===== config.mk =====
export PLATFORM = sky130hd
export DESIGN_NAME = proc_cfg_master
export DESIGN_NICKNAME = d
export VERILOG_FILES = /design/src/rtl/proc_regs_pkg.sv /design/src/rtl/proc_cfg_master.sv
export SDC_FILE = /design/constraint.sdc
export NUM_CORES = 1
export LEC_CHECK = 0
export ABC_AREA = 1
export CORE_AREA = 2 2 94 141
export CTS_CLUSTER_SIZE = 28
export DETAILED_ROUTE_END_ITERATION = 8
export DIE_AREA = 0 0 96 143
export PLACE_DENSITY = 0.64
export SLEW_MARGIN = 20
export SYNTH_ARGS = -nofsm -noshare
export SYNTH_HDL_FRONTEND = slang
export SYNTH_SLANG_ARGS = --single-unit

===== constraint.sdc =====
create_clock -name clk -period 3.4 [get_ports clk]
set_input_delay 1.02 -clock clk [delete_from_list [all_inputs] [get_ports clk]]
set_output_delay 1.02 -clock clk [all_outputs]
set_load 0.03 [all_outputs]

===== src/rtl/proc_regs_pkg.sv =====
// Register map, processor constants and controller state type shared by the
// configuration master and the data_processor tests.
package proc_regs_pkg;

  localparam logic [4:0] ADDR_MODE    = 5'h00;
  localparam logic [4:0] ADDR_KERN0   = 5'h04;
  localparam logic [4:0] ADDR_STATUS  = 5'h10;

  localparam logic [7:0] STATUS_MAGIC = 8'hAA;
  localparam int         NUM_TAPS     = 9;

  typedef enum logic [2:0] {
    IDLE     = 3'd0,
    CHK_STAT = 3'd1,
    WR_BYP   = 3'd2,
    WR_KERN  = 3'd3,
    WR_MODE  = 3'd4,
    RD_KERN  = 3'd5,
    RD_MODE  = 3'd6,
    DONE     = 3'd7
  } state_t;

endpackage


===== src/rtl/proc_cfg_master.sv =====
// Programs the data processor: status check, bypass, kernel taps and mode,
// with optional readback verification and first-failure address capture.
module proc_cfg_master
  import proc_regs_pkg::*;
#(
  parameter logic [7:0] STATUS_MAGIC = proc_regs_pkg::STATUS_MAGIC,
  parameter int         NUM_TAPS     = proc_regs_pkg::NUM_TAPS
) (
  input  logic                  clk,
  input  logic                  rstn,
  input  logic                  start,
  input  logic [1:0]            cfg_mode,
  input  logic [8*NUM_TAPS-1:0] cfg_kernel,
  input  logic                  verify_en,
  output logic                  busy,
  output logic                  done,
  output logic                  error,
  output logic [4:0]            err_addr,
  output logic                  reg_write_en,
  output logic [4:0]            reg_addr,
  output logic [7:0]            reg_wdata,
  input  logic [7:0]            reg_rdata,
  output state_t                fsm_state
);

  // Register port: reg_write_en qualifies a write of reg_wdata to reg_addr on
  // the rising edge; reads are combinational, reg_rdata is checked in the
  // same cycle its reg_addr is driven.

  localparam logic [3:0] LAST_TAP = 4'(NUM_TAPS - 1);

  state_t                state, state_nxt;
  logic [3:0]            tap;
  logic [1:0]            mode_q;
  logic [8*NUM_TAPS-1:0] kernel_q;
  logic                  verify_q;
  logic [6:0]            tap_bit;
  logic [7:0]            tap_data;
  logic [7:0]            exp_rdata;
  logic                  rd_check;

  assign tap_bit   = {tap, 3'b000};
  assign tap_data  = kernel_q[tap_bit +: 8];
  assign fsm_state = state;

  always_ff @(posedge clk) begin
    if (!rstn) begin
      state    <= IDLE;
      tap      <= '0;
      mode_q   <= '0;
      kernel_q <= '0;
      verify_q <= 1'b0;
      error    <= 1'b0;
      err_addr <= '0;
    end else begin
      state <= state_nxt;
      // Idles at zero outside the tap loops, so each loop enters at tap 0.
      tap   <= ((state == WR_KERN || state == RD_KERN) && tap != LAST_TAP) ? tap + 4'd1 : '0;
      if (state == IDLE && start) begin
        mode_q   <= cfg_mode;
        kernel_q <= cfg_kernel;
        verify_q <= verify_en;
        error    <= 1'b0;
        err_addr <= '0;
      end
      if (state == CHK_STAT && reg_rdata != STATUS_MAGIC) begin
        error    <= 1'b1;
        err_addr <= ADDR_STATUS;
      end
      if (rd_check && reg_rdata != exp_rdata) begin
        error <= 1'b1;
        if (!error) err_addr <= reg_addr;
      end
    end
  end

  always_comb begin
    state_nxt    = state;
    busy         = 1'b1;
    done         = 1'b0;
    reg_write_en = 1'b0;
    reg_addr     = '0;
    reg_wdata    = '0;
    rd_check     = 1'b0;
    exp_rdata    = '0;
    case (state)
      IDLE: begin
        busy = 1'b0;
        if (start) state_nxt = CHK_STAT;
      end
      CHK_STAT: begin
        reg_addr  = ADDR_STATUS;
        state_nxt = (reg_rdata == STATUS_MAGIC) ? WR_BYP : DONE;
      end
      WR_BYP: begin
        reg_write_en = 1'b1;
        reg_addr     = ADDR_MODE;
        state_nxt    = WR_KERN;
      end
      WR_KERN: begin
        reg_write_en = 1'b1;
        reg_addr     = ADDR_KERN0 + {1'b0, tap};
        reg_wdata    = tap_data;
        if (tap == LAST_TAP) state_nxt = WR_MODE;
      end
      WR_MODE: begin
        reg_write_en = 1'b1;
        reg_addr     = ADDR_MODE;
        reg_wdata    = {6'b0, mode_q};
        state_nxt    = verify_q ? RD_KERN : DONE;
      end
      RD_KERN: begin
        reg_addr  = ADDR_KERN0 + {1'b0, tap};
        rd_check  = 1'b1;
        exp_rdata = tap_data;
        if (tap == LAST_TAP) state_nxt = RD_MODE;
      end
      RD_MODE: begin
        reg_addr  = ADDR_MODE;
        rd_check  = 1'b1;
        exp_rdata = {6'b0, mode_q};
        state_nxt = DONE;
      end
      DONE: begin
        done      = 1'b1;
        state_nxt = IDLE;
      end
      default: state_nxt = IDLE;
    endcase
  end

endmodule


==> Word-level counts from Yosys, hierarchy flattened <==
Index checks and enable logic that the tools add are counted.
{ "totals": {"input_bits": 86, "word_cells": 57, "out_inout_bits": 25, "register_bits": 88} }
{ "op_classes": {"muxes": 20, "shifts": 1, "add_sub_neg": 2, "n_reduce_logical": 12, "n_eq_ne": 15} }
{ "ops": {"columns": ["op", "n"], "rows": [
  ["$shiftx A72 B8 Y8", 1],
  ["$pmux W8 S2", 2],
  ["$pmux W3 S8", 1],
  ["$mux W5", 4],
  ["$eq A3 B3 Y1 const B", 4],
  ["$mux W3", 4],
  ["$pmux W5 S2", 1],
  ["$eq A8 B8 Y1 const B", 1],
  ["$ne A8 B8 Y1", 1],
  ["$ne A8 B8 Y1 const B", 1],
  ["$mux W1", 7],
  ["$eq A3 B2 Y1 const B", 2],
  ["$add A3 B4 Y5 const A", 1],
  ["$add A4 B1 Y4 const B", 1],
  ["$eq A4 B4 Y1 const B", 1],
  ["$logic_and A1 B1 Y1", 4],
  ["$ne A2 B1 Y1 const B", 2],
  ["$ne A4 B4 Y1 const B", 1],
  ["$reduce_or A2 Y1", 2],
  ["$eq A3 B1 Y1 const B", 1],
  ["$logic_not A3 Y1", 1],
  ["$reduce_and A3 Y1", 1],
  ["$reduce_bool A3 Y1", 1],
  ["$reduce_or A3 Y1", 1],
  ["4 further kinds", 4]
]} }

==> Depth between registers and ports, before layout <==
Gate-level depths: netlist of run 1.
{ "logic_depth": {"word_depth": 6, "depth_mapped": 17} }

==> Least setup slack after synthesis of run 1 <==
OpenSTA, ideal clock, no wires.
{ "synth_path": {"path_type": "register to output", "startpoint": "register state[2] (netlist: fsm_state[2])", "endpoint": "output port reg_addr[4]", "required_ps": 2380, "stages_incl_launch_ff": 8, "setup_slack_ps": 673, "t_arrival_ps": 1707, "cell_sequence": "dfxtp_1 > inv_1 > nor2_2 > buf_2 > nor2_1 > inv_1 > nand2_1 > o21ai_1"} }
{ "synth_via": {"elab_chain_cells": 3, "elab_cells_between_ends": 5} }
{ "synth_lines": {"columns": ["item", "line", "text"], "rows": [
  ["start, declared", "proc_cfg_master.sv:32", "state_t state, state_nxt;"],
  ["start signal, assigned", "proc_cfg_master.sv:56", "state <= state_nxt;"],
  ["$eq A3 B2 Y1 / $eq A3 B3 Y1 (equally long branches)", "proc_cfg_master.sv:86", "case (state)"],
  ["$reduce_or A2 Y1 (no line)", null, null],
  ["$pmux W5 S2 (*)", "proc_cfg_master.sv:86", null],
  ["end, declared", "proc_cfg_master.sv:20", "output logic [4:0] reg_addr,"]
]} }
Every way passes the cells marked *; elsewhere a longest branch is shown, timed or not.

==> Worst setup path in the final report of run 1 <==
{ "layout_path": {"startpoint": "register tap[2]", "endpoint": "output port reg_addr[3]"} }
{ "layout_via": {"elab_chain_cells": 2} }
{ "layout_lines": {"columns": ["item", "line", "text"], "rows": [
  ["start, declared", "proc_cfg_master.sv:33", "logic [3:0] tap;"],
  ["start signal, assigned", "proc_cfg_master.sv:58", "tap <= ((state == WR_KERN || state == RD_KERN) && tap != LAST_TAP) ? tap + 4'd1 : '0;"],
  ["$add A3 B4 Y5", "proc_cfg_master.sv:102, proc_cfg_master.sv:113", null],
  ["$pmux W5 S2", "proc_cfg_master.sv:86", null]
]} }
Every way passes these cells.

==> results of run 1 <==
-- synth_stat cells --
library cell / n
nand3_1: 62
nor2_2: 2
nor4_4: 1
nor3_1: 2
clkbuf_1: 24
inv_2: 2
inv_4: 1
o21ai_0: 90
buf_2: 8
nand3_2: 1
inv_1: 79
o22ai_1: 1
ha_1: 4
o21ai_1: 2
nand2_1: 125
dfxtp_1: 88
buf_4: 1
nand4_1: 1
nand2_4: 1
nand3b_1: 1
xnor2_1: 1
nor2_1: 54
a21oi_1: 75
xor2_1: 1
o31ai_1: 1
nor4_1: 2
o211ai_1: 5
buf_6: 3
clkinv_1: 2
-- layer usage --
layer | vias to the layer above | track usage | part of all wire
met5 | - | 0 | 0
met4 | 0 | 0.0774 | 0.017
li1 | 2271 | - | -
met2 | 127 | 0.353 | 0.53
met1 | 2016 | 0.230 | 0.41
met3 | 17 | 0.0201 | 0.043
-- through the flow --
step	utilization	hold WS [ns]	instances
after detailed placement	0.443	0.445	882
after global routing	0.469	0.466	898
after CTS	0.469	0.455	898
after global placement	0.443	0.439	882
after floorplan	-	0.429	640
final	0.469	0.455	898
-- worst max-delay path: stages, from the launching register on --
cell and delay, ns:
dfxtp_1 0.33, clkinv_1 0.25, ha_1 0.38, nor2_1 0.19, clkdlybuf4s50_1 0.71
-- cells in the final DEF, fill, tap and decap left out, types with 4 or more instances in the layout --
cell	n
nand2_1	125
clkbuf_16	9
buf_4	17
inv_1	78
nand3_1	62
o211ai_1	5
dfxtp_1	88
ha_1	4
clkdlybuf4s50_1	99
a21oi_1	75
o21ai_0	90
buf_12	4
nor2_1	54
-- final cells by class --
class / count / area [um2]
clock inverter: 6 / 91.3
fill: 1254 / 6610
sequential: 88 / 1760
timing repair buffer: 122 / 1220
clock buffer: 10 / 229
multi-input combinational: 432 / 2030
tap: 156 / 195
inverter: 84 / 319
-- kinds of logic after synthesis --
family / Yosys count / share of synthesized area
simple gates: 252 / 0.251
flops: 88 / 0.412
fa+ha+maj: 4 / 0.0117
compound gates: 174 / 0.207
buf+inv: 120 / 0.114
xor+xnor: 2 / 0.00409
-- sequential cells by signal (all words and copies together) (netlist names) --
| register | cells |
|---|---|
| kernel_q | 72 |
| fsm_state | 3 |
| error | 1 |
| verify_q | 1 |
| tap | 4 |
| err_addr | 5 |
| mode_q | 2 |
-- what timing repair did --
item	CTS	global route
setup endpoints to repair	0	1
gates resized for setup	0	1
endpoints found under the hold margin	0	0
-- power by group through the flow --
| stage | Combinational [mW] | Clock (mW) | Sequential (mW) |
|---|---|---|---|
| floorplan | 1.04 | 0 | 1.52 |
| global route | 1.83 | 1.12 | 1.51 |
| finish | 1.62 | 1.06 | 1.48 |
| detailed placement | 1.62 | 0 | 1.50 |
| CTS | 1.63 | 1.08 | 1.48 |
| global placement | 1.60 | 0 | 1.50 |
-- worst max path at each step --
stage,startpoint,end,depth (start not counted)
3_3_place_gp,reg_rdata[5],err_addr[3],11
6_report,tap[2],reg_addr[3],4
5_1_grt,fsm_state[0],reg_addr[1],5
3_5_place_dp,reg_rdata[5],err_addr[2],11
2_1_floorplan,fsm_state[2],reg_addr[4],7
4_1_cts,fsm_state[0],reg_addr[4],7
==> impl_metrics.xml, run 1 <==
<?xml version="1.0" encoding="UTF-8"?>
<metrics>
  <group name="status">
    <metric name="outcome" unit="">finished clean</metric>
  </group>
  <group name="setup_path">
    <metric name="criticalPathCategory" unit="">reg2out</metric>
    <metric name="timing.critical_path.required" unit="ns">2.38</metric>
    <metric name="crit_arrival" unit="ns">2.20</metric>
    <metric name="setup.worst_path.start_class" unit="">flip-flop</metric>
    <metric name="register_to_register_setup_slack" unit="ns">1.10</metric>
    <metric name="worst-r2r-cell-count" unit="">14</metric>
    <metric name="worst_setup_path_end_kind" unit="">primary output</metric>
    <metric name="r2r-start" unit="">tap[1]</metric>
    <metric name="worstPathMaxFanout" unit="">9</metric>
    <metric name="worst_r2r_endpoint" unit="">err_addr[1]</metric>
  </group>
  <group name="yosys">
    <metric name="yosys_warn_count" unit="">0</metric>
    <metric name="synth.net_count" unit="">730</metric>
    <metric name="synth_cell_type_count" unit="">29</metric>
    <metric name="synth_area_leaders" unit="">dfxtp_1 (41%), nand2_1 (11%), o21ai_0 (11%), a21oi_1 (8.8%), nand3_1 (7.3%)</metric>
    <metric name="synth_seq_area_share" unit="">0.412</metric>
    <metric name="synth_largest_type_area_fraction" unit="">0.412</metric>
    <metric name="post_synthesis_sequential_element_count" unit="">88</metric>
    <metric name="synthCells" unit="">640</metric>
    <metric name="synth_area_leader_cell" unit="">dfxtp_1</metric>
    <metric name="syn-mean-instance-area" unit="um2">6.69</metric>
    <metric name="syn-cell-area" unit="mm2">0.00428</metric>
  </group>
  <group name="pwr">
    <metric name="power.density_cell_area" unit="mW/mm2">713</metric>
    <metric name="power.total" unit="mW">4.16</metric>
    <metric name="clkPwrFrac" unit="">0.254</metric>
    <metric name="vdd.ir_drop.worst" unit="V">0.000397</metric>
    <metric name="pwr-share-comb" unit="">0.389</metric>
    <metric name="power.internal" unit="mW">2.58</metric>
    <metric name="p_leak" unit="nW">2.45</metric>
    <metric name="switchingPower" unit="mW">1.58</metric>
    <metric name="switching_share_of_power" unit="">0.380</metric>
    <metric name="power_frac_seq" unit="">0.356</metric>
  </group>
  <group name="clock_network">
    <metric name="cts_made_buffers" unit="">9</metric>
    <metric name="postCtsSetupBuffers" unit="">0</metric>
    <metric name="clockBufferDepth" unit="">2</metric>
    <metric name="clkSlewWorstSetupHoldPaths" unit="ns">0.06</metric>
    <metric name="tritoncts_num_sinks" unit="">88</metric>
    <metric name="tritoncts_clock_tree" unit="">done</metric>
    <metric name="cts_max_level" unit="">3</metric>
    <metric name="clockRootBuffer" unit="">clkbuf_16</metric>
    <metric name="post_cts_hold_buffer_count" unit="">0</metric>
    <metric name="clk_latency" unit="ns">0.35</metric>
  </group>
  <group name="sta">
    <metric name="rsz0062_at_grt" unit="">false</metric>
    <metric name="report.final.slew_viol_count" unit="">0</metric>
    <metric name="worst_slew_margin_rel" unit="">0.363</metric>
    <metric name="finalSetupTns" unit="ns">0</metric>
    <metric name="final_hold_violating_endpoints" unit="">0</metric>
    <metric name="clock_skew" unit="ns">0.00474</metric>
    <metric name="achievable-frequency" unit="GHz">0.310</metric>
    <metric name="fin_crit" unit="ns">3.22</metric>
    <metric name="period_utilization_post_route" unit="">0.948</metric>
    <metric name="worstMarginPinSlew" unit="ns">0.947</metric>
    <metric name="post-route-worst-setup-slack" unit="ns">0.175</metric>
    <metric name="setup_viol" unit="">0</metric>
  </group>
  <group name="routing">
    <metric name="first_pass_iters" unit="">6</metric>
    <metric name="vias" unit="">4431</metric>
    <metric name="route.detailed.vias_per_inst" unit="">4.93</metric>
    <metric name="drcViolationCount" unit="">0</metric>
    <metric name="totalWireLength" unit="um">13100</metric>
    <metric name="drt-initial-drc-count" unit="">212</metric>
    <metric name="drt.antenna.violating_nets" unit="">0</metric>
    <metric name="detail_route.wl_per_cell" unit="um">14.5</metric>
  </group>
  <group name="finish">
    <metric name="post_route_cells_drive_above_1_share" unit="">0.0620</metric>
    <metric name="layout-area-overhead-vs-synth" unit="%">36.5</metric>
    <metric name="n_antenna_cell" unit="">0</metric>
    <metric name="stdcell_area" unit="mm2">0.00584</metric>
    <metric name="fin_nets" unit="">827</metric>
  </group>
  <group name="floorplanning">
    <metric name="chipHeight" unit="um">143</metric>
    <metric name="design.core.area" unit="mm2">0.0124</metric>
    <metric name="top_level_ports" unit="">111</metric>
    <metric name="effective_utilization_at_floorplan" unit="">0.344</metric>
    <metric name="core.rowCount" unit="">50</metric>
    <metric name="floorplan.die_area" unit="mm2">0.0137</metric>
    <metric name="die_width" unit="um">96</metric>
  </group>
  <group name="worst_hold_path">
    <metric name="hp-start" unit="">kernel_q[26]</metric>
    <metric name="min_path_cells" unit="">2</metric>
    <metric name="timing.hold.worst_endpoint" unit="">kernel_q[26]</metric>
    <metric name="hp-class" unit="">reg2reg</metric>
  </group>
  <group name="run">
    <metric name="drv.max_cap_violation_count" unit="">0</metric>
  </group>
  <group name="placed_design">
    <metric name="routabilityCongestion" unit="">0.878</metric>
    <metric name="pre_cts_ws" unit="ns">0.309</metric>
    <metric name="placed_cell_area" unit="mm2">0.00552</metric>
    <metric name="place.port_buffers" unit="">110</metric>
    <metric name="hpwl" unit="um">9940</metric>
  </group>
  <group name="global_route">
    <metric name="grt_max_degree" unit="">57</metric>
    <metric name="total_routing_resource_utilization_after_global_routing" unit="">0.195</metric>
    <metric name="grt_pass1_vias" unit="">4312</metric>
    <metric name="antenna_found_initial" unit="">0</metric>
    <metric name="grt_residual_overflow" unit="">0</metric>
    <metric name="global_route_wire_length_before_repair" unit="um">20700</metric>
  </group>
</metrics>
Note: power is estimated with default switching activity, not from simulation.
==> run 2, diff against run 1 <==
--- a/config.mk
+++ b/config.mk
@@ -10,7 +10,7 @@
 export CTS_CLUSTER_SIZE = 28
 export DETAILED_ROUTE_END_ITERATION = 8
 export DIE_AREA = 0 0 96 143
-export PLACE_DENSITY = 0.64
+export PLACE_DENSITY = 0.67
 export SLEW_MARGIN = 20
 export SYNTH_ARGS = -nofsm -noshare
 export SYNTH_HDL_FRONTEND = slang
==> constraint.sdc (replaced) <==
create_clock -name clk -period 2.6 [get_ports clk]
set_input_delay 0.78 -clock clk [delete_from_list [all_inputs] [get_ports clk]]
set_output_delay 0.78 -clock clk [all_outputs]
set_load 0.03 [all_outputs]
==> impl_metrics.xml, run 2 (same netlist as run 1, synthesis figures left out) <==
<?xml version="1.0" encoding="UTF-8"?>
<metrics>
  <group name="setup_path">
    <metric name="worst_setup_path_end_kind" unit="">primary output</metric>
    <metric name="crit_arrival" unit="ns">1.78</metric>
    <metric name="critical_path_buf_inv_count" unit="">3</metric>
    <metric name="critical_path.top_delay_family" unit="">buffers and inverters</metric>
    <metric name="max_stage_delay" unit="ns">0.38</metric>
    <metric name="criticalPathCategory" unit="">reg2out</metric>
    <metric name="timing.critical_path.required" unit="ns">1.82</metric>
    <metric name="setup.worst_path.start_class" unit="">flip-flop</metric>
    <metric name="path_cells" unit="">buf_12 &gt; nor4_4 &gt; buf_6 &gt; nand2_2 &gt; a21oi_2 &gt; buf_6</metric>
    <metric name="critical_path.most_common_cell" unit="">buf_6</metric>
    <metric name="worstPathMaxFanout" unit="">13</metric>
    <metric name="slowest_stage" unit="">dfxtp_4</metric>
  </group>
  <group name="pwr">
    <metric name="vdd.ir_drop.worst" unit="V">0.000570</metric>
    <metric name="power.density_cell_area" unit="mW/mm2">923</metric>
    <metric name="p_leak" unit="nW">2.52</metric>
    <metric name="power.total" unit="mW">5.54</metric>
  </group>
  <group name="routing">
    <metric name="drt-initial-drc-count" unit="">189</metric>
    <metric name="routed-wl-met3" unit="um">672</metric>
    <metric name="route.detailed.vias_per_inst" unit="">4.98</metric>
    <metric name="drcViolationCount" unit="">0</metric>
    <metric name="first_pass_iters" unit="">5</metric>
    <metric name="vias" unit="">4519</metric>
    <metric name="totalWireLength" unit="um">13200</metric>
    <metric name="wl_on_met1" unit="um">5340</metric>
    <metric name="detailroute.wirelength.met2" unit="um">6850</metric>
    <metric name="drt.antenna.violating_nets" unit="">0</metric>
    <metric name="maxUsedRoutingLayer" unit="">met4</metric>
    <metric name="detail_route.wl_per_cell" unit="um">14.6</metric>
  </group>
  <group name="finish">
    <metric name="layout_common_cells" unit="">nand2_1 (117), clkdlybuf4s50_1 (93), o21ai_0 (87), dfxtp_1 (83), inv_1 (78)</metric>
    <metric name="finish.utilization" unit="">0.482</metric>
    <metric name="stdcell_area" unit="mm2">0.00601</metric>
    <metric name="reg.largest.list" unit="">kernel_q: 72 flops, err_addr: 5 flops, tap: 4 flops</metric>
    <metric name="n_antenna_cell" unit="">0</metric>
    <metric name="fin_nets" unit="">837</metric>
    <metric name="max_flop_register" unit="">kernel_q</metric>
    <metric name="layout-area-overhead-vs-synth" unit="%">40.4</metric>
    <metric name="layout.cells.most_common" unit="">nand2_1</metric>
    <metric name="multi_input_area" unit="mm2">0.00210</metric>
    <metric name="post_route_cells_drive_above_1_share" unit="">0.112</metric>
    <metric name="largest_register_ff_count" unit="">72</metric>
    <metric name="layoutNonFillerInstCount" unit="">907</metric>
    <metric name="fillerInstances" unit="">1268</metric>
    <metric name="register_area" unit="mm2">0.00177</metric>
  </group>
  <group name="floorplanning">
    <metric name="design.core.area" unit="mm2">0.0124</metric>
    <metric name="effective_utilization_at_floorplan" unit="">0.344</metric>
    <metric name="chipHeight" unit="um">143</metric>
    <metric name="die_width" unit="um">96</metric>
    <metric name="core.rowCount" unit="">50</metric>
    <metric name="floorplan.die_area" unit="mm2">0.0137</metric>
    <metric name="top_level_ports" unit="">111</metric>
  </group>
  <group name="clock_network">
    <metric name="tritoncts_clock_tree" unit="">done</metric>
    <metric name="tritoncts_num_sinks" unit="">88</metric>
    <metric name="clockRootBuffer" unit="">clkbuf_16</metric>
    <metric name="clkSlewWorstSetupHoldPaths" unit="ns">0.06</metric>
    <metric name="clk_latency" unit="ns">0.34</metric>
    <metric name="clockBufferDepth" unit="">2</metric>
    <metric name="post_cts_hold_buffer_count" unit="">0</metric>
    <metric name="cts_made_buffers" unit="">9</metric>
    <metric name="cts_max_level" unit="">3</metric>
  </group>
  <group name="sta">
    <metric name="clock_skew" unit="ns">0.00462</metric>
    <metric name="period_utilization_post_route" unit="">0.983</metric>
    <metric name="final_hold_violating_endpoints" unit="">0</metric>
    <metric name="achievable-frequency" unit="GHz">0.391</metric>
    <metric name="finalSetupTns" unit="ns">0</metric>
    <metric name="report.final.slew_viol_count" unit="">0</metric>
    <metric name="worst_slew_margin_rel" unit="">0.423</metric>
    <metric name="rsz0062_at_grt" unit="">true</metric>
    <metric name="post-route-worst-setup-slack" unit="ns">0.0439</metric>
    <metric name="worstMarginPinSlew" unit="ns">0.858</metric>
    <metric name="setup_viol" unit="">0</metric>
    <metric name="hold-worst-slack" unit="ns">0.449</metric>
    <metric name="fin_crit" unit="ns">2.56</metric>
  </group>
  <group name="global_route">
    <metric name="grt_residual_overflow" unit="">0</metric>
    <metric name="grt_max_degree" unit="">54</metric>
    <metric name="grt_pass1_vias" unit="">4381</metric>
    <metric name="total_routing_resource_utilization_after_global_routing" unit="">0.191</metric>
    <metric name="global_route_wire_length_before_repair" unit="um">20200</metric>
    <metric name="antenna_found_initial" unit="">0</metric>
  </group>
  <group name="placed_design">
    <metric name="placed_cell_area" unit="mm2">0.00552</metric>
    <metric name="pre_cts_ws" unit="ns">-0.0664</metric>
    <metric name="placedCellCount" unit="">885</metric>
    <metric name="routabilityCongestion" unit="">0.903</metric>
    <metric name="hpwl" unit="um">9820</metric>
    <metric name="place.port_buffers" unit="">110</metric>
  </group>
  <group name="run">
    <metric name="drv.max_cap_violation_count" unit="">0</metric>
  </group>
  <group name="status">
    <metric name="outcome" unit="">finished clean</metric>
  </group>
  <group name="worst_hold_path">
    <metric name="hp-class" unit="">reg2reg</metric>
  </group>
</metrics>
run 2: changes by cell type in the layout (fill, tap and decap cells not counted), sizes merged:
cell	change
clkdlybuf4s50	-6
dlymetal6s2s	-1
buf	+14
clkinvlp	+1
clkinv	-1
inv	-1
dlygate4sd2	+3
run 2: final timing paths:
check / startpoint / end / slack (ns) / depth (start not counted)
max: tap[0] / reg_wdata[3] / 0.04 / 6
min: kernel_q[20] / kernel_q[20] / 0.45 / 2
min reg2reg: kernel_q[20] / kernel_q[20] / 0.45 / 2
max reg2reg: tap[0] / err_addr[4] / 0.45 / 13
run 2: routing by layer:
metal / up-vias / global-route usage
met2: 132 / 0.337
met5: - / 0
met3: 26 / 0.0359
li1: 2295 / -
met4: 0 / 0.0940
met1: 2066 / 0.216
run 2: area by class of cell:
class / instances / share of cell area
multi-input combinational: 432 / 0.349
sequential: 88 / 0.295
tap: 156 / 0.0325
clock buffer: 10 / 0.0398
inverter: 84 / 0.0538
timing repair buffer: 132 / 0.217
clock inverter: 5 / 0.0135
run 2: worst min-delay path, delay by kind of cell (launching register included):
| kind | cells | cell delay, ns |
|---|---|---|
| AOI/OAI and AO/OA | 1 | 0.05 |
| buffers and inverters | 1 | 0.06 |
| DFF | 1 | 0.30 |
run 2: what timing repair did:
item                                    CTS  global route
pin swaps                                 1            11
buffers inserted                          0             7
endpoints found under the setup margin   11            12
resized for setup                        11            33
run 2: power breakdown:
group          internal, mW  switching [mW]  total [mW]
logic                 0.796            1.41        2.20
registers              1.77           0.192        1.96
clock network         0.862           0.519        1.38
total                  3.43            2.12        5.54
==> run 3, diff against run 2 <==
--- a/config.mk
+++ b/config.mk
@@ -10,6 +10,7 @@
 export CTS_CLUSTER_SIZE = 28
 export DETAILED_ROUTE_END_ITERATION = 8
 export DIE_AREA = 0 0 96 143
+export GPL_ROUTABILITY_DRIVEN = 0
 export PLACE_DENSITY = 0.67
 export SLEW_MARGIN = 20
 export SYNTH_ARGS = -nofsm -noshare
==> impl_metrics.xml, run 3 (same netlist as run 1, synthesis figures left out) <==
<?xml version="1.0" encoding="UTF-8"?>
<metrics>
  <group name="status">
    <metric name="outcome" unit="">finished clean</metric>
  </group>
  <group name="floorplanning">
    <metric name="top_level_ports" unit="">111</metric>
    <metric name="die_width" unit="um">96</metric>
    <metric name="core.rowCount" unit="">50</metric>
    <metric name="chipHeight" unit="um">143</metric>
    <metric name="design.core.area" unit="mm2">0.0124</metric>
    <metric name="effective_utilization_at_floorplan" unit="">0.344</metric>
    <metric name="floorplan.die_area" unit="mm2">0.0137</metric>
  </group>
  <group name="setup_path">
    <metric name="criticalPathCategory" unit="">reg2out</metric>
    <metric name="r2r-start" unit="">tap[0]</metric>
    <metric name="slowest_stage" unit="">dfxtp_4</metric>
    <metric name="critical_path.top_delay_family" unit="">buffers and inverters</metric>
    <metric name="setup.worst_path.start_class" unit="">flip-flop</metric>
    <metric name="worst_setup_path_end_kind" unit="">primary output</metric>
    <metric name="worstPathMaxFanout" unit="">7</metric>
    <metric name="timing.critical_path.required" unit="ns">1.82</metric>
    <metric name="max_stage_delay" unit="ns">0.38</metric>
    <metric name="critical_path_buf_inv_count" unit="">3</metric>
    <metric name="crit_arrival" unit="ns">1.78</metric>
    <metric name="crit_path_start" unit="">tap[0]</metric>
    <metric name="path_cells" unit="">buf_8 &gt; nor4_4 &gt; buf_4 &gt; nand2_1 &gt; a21oi_2 &gt; buf_6</metric>
  </group>
  <group name="worst_hold_path">
    <metric name="hp-start" unit="">kernel_q[58]</metric>
    <metric name="hp-class" unit="">reg2reg</metric>
  </group>
  <group name="clock_network">
    <metric name="clk_latency" unit="ns">0.33</metric>
    <metric name="tritoncts_clock_tree" unit="">done</metric>
    <metric name="cts_made_buffers" unit="">9</metric>
    <metric name="clockBufferDepth" unit="">2</metric>
    <metric name="clockRootBuffer" unit="">clkbuf_16</metric>
    <metric name="clkSlewWorstSetupHoldPaths" unit="ns">0.06</metric>
    <metric name="tritoncts_num_sinks" unit="">88</metric>
    <metric name="cts_max_level" unit="">3</metric>
  </group>
  <group name="finish">
    <metric name="n_antenna_cell" unit="">0</metric>
    <metric name="max_flop_register" unit="">kernel_q</metric>
    <metric name="post_route_cells_drive_above_1_share" unit="">0.0995</metric>
    <metric name="largest_register_ff_count" unit="">72</metric>
    <metric name="layout-area-overhead-vs-synth" unit="%">38.1</metric>
    <metric name="reg.largest.list" unit="">kernel_q: 72 flops, err_addr: 5 flops, tap: 4 flops</metric>
    <metric name="fin_nets" unit="">831</metric>
    <metric name="layout_common_cells" unit="">nand2_1 (120), clkdlybuf4s50_1 (93), o21ai_0 (88), dfxtp_1 (82), inv_1 (78)</metric>
    <metric name="layout.cells.most_common" unit="">nand2_1</metric>
    <metric name="fillerInstances" unit="">1268</metric>
  </group>
  <group name="global_route">
    <metric name="grt_pass1_vias" unit="">4459</metric>
    <metric name="global_route_wire_length_before_repair" unit="um">20500</metric>
    <metric name="total_routing_resource_utilization_after_global_routing" unit="">0.193</metric>
    <metric name="antenna_found_initial" unit="">0</metric>
    <metric name="grt_residual_overflow" unit="">0</metric>
    <metric name="grt_max_degree" unit="">69</metric>
  </group>
  <group name="routing">
    <metric name="detail_route.wl_per_cell" unit="um">14.6</metric>
    <metric name="drt.antenna.violating_nets" unit="">0</metric>
    <metric name="drcViolationCount" unit="">0</metric>
    <metric name="first_pass_iters" unit="">4</metric>
    <metric name="route.detailed.vias_per_inst" unit="">5.03</metric>
    <metric name="vias" unit="">4529</metric>
    <metric name="totalWireLength" unit="um">13200</metric>
    <metric name="drt-initial-drc-count" unit="">228</metric>
  </group>
  <group name="pwr">
    <metric name="p_leak" unit="nW">2.48</metric>
    <metric name="power_frac_seq" unit="">0.365</metric>
    <metric name="power.internal" unit="mW">3.27</metric>
    <metric name="pwr-share-comb" unit="">0.403</metric>
    <metric name="power.total" unit="mW">5.35</metric>
    <metric name="vdd.ir_drop.worst" unit="V">0.000624</metric>
    <metric name="switching_share_of_power" unit="">0.389</metric>
    <metric name="clkPwrFrac" unit="">0.231</metric>
    <metric name="switchingPower" unit="mW">2.08</metric>
    <metric name="power.density_cell_area" unit="mW/mm2">906</metric>
  </group>
  <group name="placed_design">
    <metric name="place.port_buffers" unit="">110</metric>
    <metric name="hpwl" unit="um">9730</metric>
  </group>
  <group name="sta">
    <metric name="worstMarginPinSlew" unit="ns">0.846</metric>
    <metric name="setup_viol" unit="">0</metric>
    <metric name="rsz0062_at_grt" unit="">true</metric>
    <metric name="period_utilization_post_route" unit="">0.983</metric>
    <metric name="worst_slew_margin_rel" unit="">0.432</metric>
    <metric name="report.final.slew_viol_count" unit="">0</metric>
    <metric name="finalSetupTns" unit="ns">0</metric>
    <metric name="achievable-frequency" unit="GHz">0.391</metric>
    <metric name="final_hold_violating_endpoints" unit="">0</metric>
    <metric name="fin_crit" unit="ns">2.56</metric>
    <metric name="clock_skew" unit="ns">0.00460</metric>
  </group>
  <group name="run">
    <metric name="drv.max_cap_violation_count" unit="">0</metric>
  </group>
</metrics>
==> run 3: changes by cell type in the layout (fill, tap and decap cells not counted), moves of 2 or more <==
| cell | delta |
|---|---|
| buf_4 | -8 |
| nand2_1 | +3 |
| nand2_2 | -3 |
| buf_8 | +2 |
==> run 3: path summary, 6_finish.rpt <==
kind | endpoint | slack (ns) | cells past startpoint
hold reg to reg | kernel_q[58] | 0.45 | 2
hold / removal | kernel_q[58] | 0.45 | 2
setup / recovery | reg_wdata[6] | 0.04 | 6
setup reg to reg | err_addr[1] | 0.46 | 13
==> run 3: what timing repair did <==
action	in CTS	in global routing
hold buffers	0	0
resized for setup	10	33
pin swaps	1	7
setup endpoints to repair	10	11
buffers inserted	0	2
==> run 3: final cells by class <==
cell class,count,area (um2),share of cell area
multi-input cells,432,2080,0.351
well taps,156,195,0.0330
inverters,84,325,0.0550
flip-flops and latches,88,1770,0.300
clock buffers,10,229,0.0387
clock inverters,4,47.5,0.00804
repair buffers,126,1270,0.214
==> run 3: power groups by stage <==
| stage | sequential, mW | combinational, mW | clock [mW] |
|---|---|---|---|
| final | 1.96 | 2.16 | 1.24 |
| after detailed placement | 1.96 | 2.11 | 0 |
| after global routing | 1.99 | 2.43 | 1.31 |
| after CTS | 1.94 | 2.11 | 1.26 |
| after global placement | 1.95 | 2.07 | 0 |
| after floorplan | 1.98 | 1.36 | 0 |
==> run 3: per-stage QoR <==
step | instances | cell area, um2 | worst slack [ns] | hold WS, ns | util
after floorplan | 640 | 4280 | 0.113 | 0.429 | -
after global routing | 900 | 5910 | -0.00860 | 0.469 | 0.475
after CTS | 898 | 5800 | -0.00496 | 0.454 | 0.466
after detailed placement | 884 | 5510 | -0.0614 | 0.445 | 0.443
after global placement | 884 | 5510 | 0.0307 | 0.440 | 0.443
final | 900 | 5910 | 0.0431 | 0.451 | 0.475
==> run 3: routing by layer <==
layer,vias up,track usage,wire length [um]
met4,0,0.105,484
met3,33,0.0280,593
li1,2274,-,-
met2,144,0.336,6760
met1,2078,0.221,5330
met5,-,0,0
==> run 3: worst min-delay path: cells and delay by family (launching register included) <==
family / cells / cell delay, ns
buf+inv: 1 / 0.06
flops: 1 / 0.30
compound gates: 1 / 0.05
